==> src/rtl/zbus_bridge.sv <==
// Z80 window to 68000 bus bridge: holds the VA[23:15] bank register, acquires the 68k bus,
// runs one byte-wide cycle per Z80 access and stalls the Z80 with zwait until it ends.
module zbus_bridge #(
  parameter int unsigned TIMEOUT_W = 7
) (
  input  logic        MCLK,
  input  logic        SRES,
  input  logic        MCLK_e,
  input  logic        zreq,
  input  logic        zwr,
  input  logic [14:0] za,
  input  logic [7:0]  zd_i,
  input  logic        bank_wr,
  output logic [7:0]  zd_o,
  output logic        zwait,
  output logic        zto,
  output logic        BR_pull,
  input  logic        BG,
  output logic        BGACK_pull,
  input  logic        AS_i,
  input  logic        DTACK_i,
  output logic        AS_o,
  output logic        UDS_o,
  output logic        LDS_o,
  output logic        RW_o,
  output logic        strobe_d,
  output logic [22:0] VA_o,
  output logic        VA_d,
  input  logic [15:0] VD_i,
  output logic [15:0] VD_o,
  output logic        VD_d
);

  typedef enum logic [2:0] {
    StIdle, StReq, StAddr, StStrobe, StWaitAck, StRelease, StEnd
  } state_e;

  state_e               state_q, state_d;
  logic [8:0]           bank_q;
  logic [23:0]          addr_q;
  logic [7:0]           data_q;
  logic                 zwr_q;
  logic [TIMEOUT_W-1:0] cnt_q;
  logic                 drive, strb;

  always_comb begin
    state_d = state_q;
    unique case (state_q)
      StIdle:    if (zreq) state_d = StReq;
      // Wait for the grant and for the previous master to finish its cycle
      StReq:     if (!BG && AS_i && DTACK_i) state_d = StAddr;
      StAddr:    state_d = StStrobe;
      StStrobe:  state_d = StWaitAck;
      StWaitAck: if (!DTACK_i || (cnt_q == '1)) state_d = StRelease;
      StRelease: state_d = StEnd;
      StEnd:     state_d = StIdle;
      default:   state_d = StIdle;
    endcase
  end

  // Output levels are decoded from the next state so they change with the state register.
  assign drive = (state_d == StAddr) || (state_d == StStrobe) ||
                 (state_d == StWaitAck) || (state_d == StRelease);
  assign strb  = (state_d == StStrobe) || (state_d == StWaitAck);

  assign VA_o = addr_q[23:1];
  assign VD_o = {data_q, data_q};

  always_ff @(posedge MCLK or negedge SRES) begin
    if (!SRES) begin
      state_q    <= StIdle;
      bank_q     <= '0;
      addr_q     <= '0;
      data_q     <= '0;
      zwr_q      <= 1'b0;
      cnt_q      <= '0;
      zd_o       <= 8'hFF;
      zwait      <= 1'b0;
      zto        <= 1'b0;
      BR_pull    <= 1'b0;
      BGACK_pull <= 1'b0;
      AS_o       <= 1'b1;
      UDS_o      <= 1'b1;
      LDS_o      <= 1'b1;
      RW_o       <= 1'b1;
      strobe_d   <= 1'b1;
      VA_d       <= 1'b1;
      VD_d       <= 1'b1;
    end else if (MCLK_e) begin
      state_q <= state_d;

      if (bank_wr) bank_q <= {zd_i[0], bank_q[8:1]};

      if ((state_q == StIdle) && zreq) begin
        addr_q <= {bank_q, za};
        data_q <= zd_i;
        zwr_q  <= zwr;
        zto    <= 1'b0;
      end

      if (state_q == StWaitAck) begin
        cnt_q <= cnt_q + TIMEOUT_W'(1);
        if (!DTACK_i) begin
          if (!zwr_q) zd_o <= addr_q[0] ? VD_i[7:0] : VD_i[15:8];
        end else if (cnt_q == '1) begin
          zto <= 1'b1;
          if (!zwr_q) zd_o <= 8'hFF;
        end
      end else begin
        cnt_q <= '0;
      end

      zwait      <= (state_d != StIdle);
      BR_pull    <= (state_d == StReq);
      BGACK_pull <= drive || (state_d == StEnd);
      VA_d       <= ~drive;
      strobe_d   <= ~drive;
      RW_o       <= drive ? ~zwr_q : 1'b1;
      AS_o       <= ~strb;
      UDS_o      <= ~(strb && !addr_q[0]);
      LDS_o      <= ~(strb && addr_q[0]);
      VD_d       <= ~(strb && zwr_q);
    end
  end

endmodule
==> config.mk <==
export PLATFORM = sky130hd
export DESIGN_NAME = zbus_bridge
export DESIGN_NICKNAME = d
export VERILOG_FILES = /design/src/rtl/zbus_bridge.sv
export SDC_FILE = /design/constraint.sdc
export NUM_CORES = 1
export LEC_CHECK = 0
export BUFFER_PORTS_ARGS = -buffer_cell sky130_fd_sc_hd__buf_4
export CAP_MARGIN = 10
export CORE_UTILIZATION = 48
export CTS_CLUSTER_SIZE = 28
export DETAILED_ROUTE_END_ITERATION = 8
export PLACE_DENSITY = 0.78
export RECOVER_POWER = 100
export SLEW_MARGIN = 40
export SYNTH_ARGS = -nofsm -noshare
export SYNTH_HDL_FRONTEND = slang
export SYNTH_SLANG_ARGS = --single-unit
==> constraint.sdc <==
create_clock -name MCLK -period 1.95 [get_ports MCLK]
set_input_delay 0.39 -clock MCLK [delete_from_list [all_inputs] [get_ports MCLK]]
set_output_delay 0.39 -clock MCLK [all_outputs]
set_load 0.02 [all_outputs]
==> summary by stage <==
Detailed routing
The final wirelength is ~6400 µm. In the routed layout, each cell is associated on average with a via count of 5.21. After detailed routing, the number of remaining DRC violations is 16. For this block, the initial DRC count from the detailed router was 136. The mean routed wirelength per cell is about 15 µm. The number of vias after detailed routing is ~2.2k. In this run the remaining antenna-violating nets after routing total 0. The total iterations of the first detailed-routing run is 6.

GRT
The number of antenna violations at the first check in global routing came to 0. The via count of the first global-routing pass is 2189. Entering global routing, the biggest net connects 45 pins. The total global routing track utilization is between 10% and 20%.

The wire length of the first global-routing pass is approximately 10000 µm. For this run the aggregate overflow at the end of global routing stands at 0.

Setup path
Following the worst setup path forward leads to its endpoint at zd_o[6]. The worst path buffer plus inverter count is 0. Grouping stages by cell kind, the critical path spends the most delay in simple AND/OR/NAND/NOR gates. The startpoint of the worst register-to-register path is cnt_q[0]. For this design, the slowest cell found on the critical path is or3_4. The largest driver fanout on the critical path is 8. The worst register-to-register path ends at zd_o[6]. The endpoint class of the critical path is a flip-flop.

Tracing the worst setup path back leads to its startpoint at cnt_q[0]. The worst setup path is launched from a flip-flop. The data arrival time of the worst path is 2080 ps. The startpoint-to-endpoint class of the critical path is flip-flop to flip-flop. The required time at the endpoint of the critical path is roughly 2200 ps. Walking the worst path, the cells encountered are ha_1 > nand3_1 > o21a_1 > or3_4 > mux2_1. The largest incremental delay on the critical path is 460 ps. The number of gates on the worst path with buffers counted is 5.

The length in cells of the worst reg-to-reg path is 5. For flop-to-flop paths, the worst setup slack is 140 ps.

Timing
For this run, the top clock speed supported by timing is around 550 MHz. The actual transition at the worst max-transition pin is ~630 ps. Clock skew on the completed layout was measured at 7.14 ps. Measured against its own limit, the worst slew margin works out to between 50% and 60%.

The post-route fraction of the period consumed by the critical path is 92.7%. The setup total negative slack is 0 ps. The worst path meets setup with about 140 ps of slack.

For the finished layout, the period the worst path requires is 1810 ps. Setup repair after global routing left no endpoint under its margin. The max-slew violation count is 0.

The worst-case hold slack is between 200 and 300 ps. The count of endpoints failing hold in the final timing report is 0. Setup violations remaining at the end of the flow were counted as 0.

Synth
By count the netlist is led by dfrtp_1 (56), mux2_2 (42), buf_4 (35). The top-area cell type share of the netlist area is 43.0%. The count of synthesis-stage warnings from yosys is 0. Summed over all instances, the cell type with the most area after synthesis is dfrtp_1. The count of flip-flops with a built-in enable after synthesis is 0. The cell area after technology mapping is 0.00326 mm². Sorting the synthesized cells by area gives the leading types as dfrtp_1 (43%), mux2_2 (15%), dfstp_2 (11%). After synthesis the netlist holds a flip-flop and latch count of 70. After synthesis, the mean cell area works out to 12.5 µm². Yosys instantiated no cell more often than dfrtp_1. Of the synthesized area, sequential elements account for roughly 54%. In the synthesized netlist, the number of instances is 260.

Of all flip-flops after synthesis, the portion carrying an async set or reset was 100%. The net count of the mapped netlist is approximately 310. The distinct cell type count of the synthesized netlist is 44. The commonest register cell after synthesis is dfrtp_1.

CTS
TritonCTS created 9 clock buffers. After clock tree synthesis, the clock-pin slew on the worst setup and hold paths is ~80 ps. TritonCTS built the clock tree. The number of sinks handled by clock tree synthesis is 70. The clock insertion delay at the later pin of the skew report is around 340 ps. The buffer type at the clock tree root is clkbuf_8.

The number of H-tree levels is 3. The number of buffers on the longest clock path is 2.

Die
For this design the top-level I/O count stands at approximately 110. The floorplan step defined a die boundary enclosing slightly above 0.007 mm². Once the floorplan was initialized, standard cells occupied 50.5% of the core. The floorplan step defined a core boundary enclosing between 0.006 and 0.007 mm².

The die is roughly 84 µm wide. The floorplan step set the die height to between 80 and 90 µm. In this run the core area contains 29 standard-cell rows.

Run status
The final reports fail on DRC. The flow ran to the end, but the final reports show violations.

Min path
The tightest min-delay check is of the input port to flip-flop type.

Flow run
Across the run, the number of max-cap violations was 0.

Layout
The number of antenna cells inserted is 0. In the final layout, the share of cells above drive strength 1 is between 30% and 40%. Cells fill around 60% of the core in the end. The post-synthesis to final-layout area growth is 19.7%.

The final layout contains ~380 nets. After routing the design area is 0.00390 mm².

Placement
Input and output buffers added on the ports amount to 105. At the end of routability-driven placement, the weighted congestion stood at about 0.8. The worst setup slack before clock tree synthesis is 8.87 ps. The post-place instance area is between 0.003 and 0.004 mm². The half-perimeter wire length after detailed placement is between 4000 and 5000 µm.

Power
Dividing total power by cell area gives a power density of between 1500 and 2000 mW/mm². IR analysis of the VDD net gives a maximum drop of between 0.8 and 0.9 mV. In this run the static leakage power is around 1.7 nW.
## what timing repair did
item,4_1_cts,5_1_grt
hold endpoints to repair,25,0
gates resized for setup,1,0
hold buffers,1,0
setup buffers,0,0
endpoints found under the setup margin,2,0
## how the worst min path moves through the flow
stage / startpoint / endpoint / slack [ps] / cells after the start
floorplan: SRES / BGACK_pull / 90 / 0
global placement: SRES / BGACK_pull / 320 / 1
detailed placement: SRES / BGACK_pull / 320 / 1
CTS: za[8] / addr_q[8] / 270 / 2
global route: za[13] / addr_q[13] / 260 / 2
finish: za[3] / addr_q[3] / 270 / 2
## cell usage in the layout, fill, tap and decap left out, types with 2 or more instances in the layout
cell	netlist	final
nand4_1	2	2
dfrtp_1	56	56
nor2_1	6	7
and3_1	2	2
dfstp_2	14	6
a31oi_1	2	2
clkbuf_1	7	52
o21ai_0	11	11
inv_6	0	2
o22ai_1	2	2
buf_4	35	54
nand3_1	3	4
a21oi_1	6	6
mux2_1	1	3
inv_1	6	6
nand2_1	13	13
dfstp_1	0	8
a211o_1	8	8
nor2b_1	8	8
bufinv_16	0	2
clkbuf_8	0	9
mux2_2	42	42
o21a_1	2	2
mux2_4	8	6
## stage by stage
step | power [mW] | cells
final | 6.42 | 417
after global routing | 6.81 | 417
after CTS | 6.98 | 417
after detailed placement | 5.63 | 400
after global placement | 5.52 | 400
after floorplan | 4.79 | 260
## area by class of cell
type                       instances  area, µm²
clock buffer                       9        124
sequential                        70       1770
multi-input combinational        138       1140
fill                             582       2560
tap                               77       96.3
clock inverter                     7        105
inverter                           6       22.5
timing repair buffer             110        643
## kinds of logic (layout without fill, tap and decap cells)
group,Yosys count,after routing,synth area share [%]
buf+inv,52,132,10.4
mux,52,52,18.8
compound gates,39,39,8.14
flops,70,70,54.3
simple gates,44,44,7.45
xor+xnor,2,2,0.538
fa+ha+maj,1,1,0.384
## where the power goes
part	switching (mW)	internal [mW]	total (mW)
registers	0.469	2.15	2.62
clock network	0.591	0.740	1.33
logic	1.46	1.01	2.48
## layer usage
metal	vias to the layer above	track usage, %	routed length [µm]
met5	-	0	0
met4	0	7.86	95
met3	9	5.70	446
met2	74	31.5	3130
met1	1064	23.5	2690
li1	1025	-	-
## flip-flops by register name (all words and copies together), names as in the netlist
| name | cells |
|---|---|
| AS_o | 1 |
| BGACK_pull | 1 |
| BR_pull | 1 |
| LDS_o | 1 |
| RW_o | 1 |
| UDS_o | 1 |
| VA_d | 1 |
| VD_d | 1 |
| addr_q | 24 |
| bank_q | 9 |
| cnt_q | 7 |
| data_q | 8 |
| state_q | 3 |
| zd_o | 8 |
| zto | 1 |
| zwait | 1 |
| zwr_q | 1 |
## worst reg2reg max path: cells and delay by family (launching register included)
kind | cells | cell delay [ps]
and+or+nand+nor | 2 | 580
muxes | 1 | 340
DFF | 1 | 390
adders and majority gates | 1 | 210
AOI/OAI and AO/OA | 1 | 220
(Power assumes the default switching activity.)
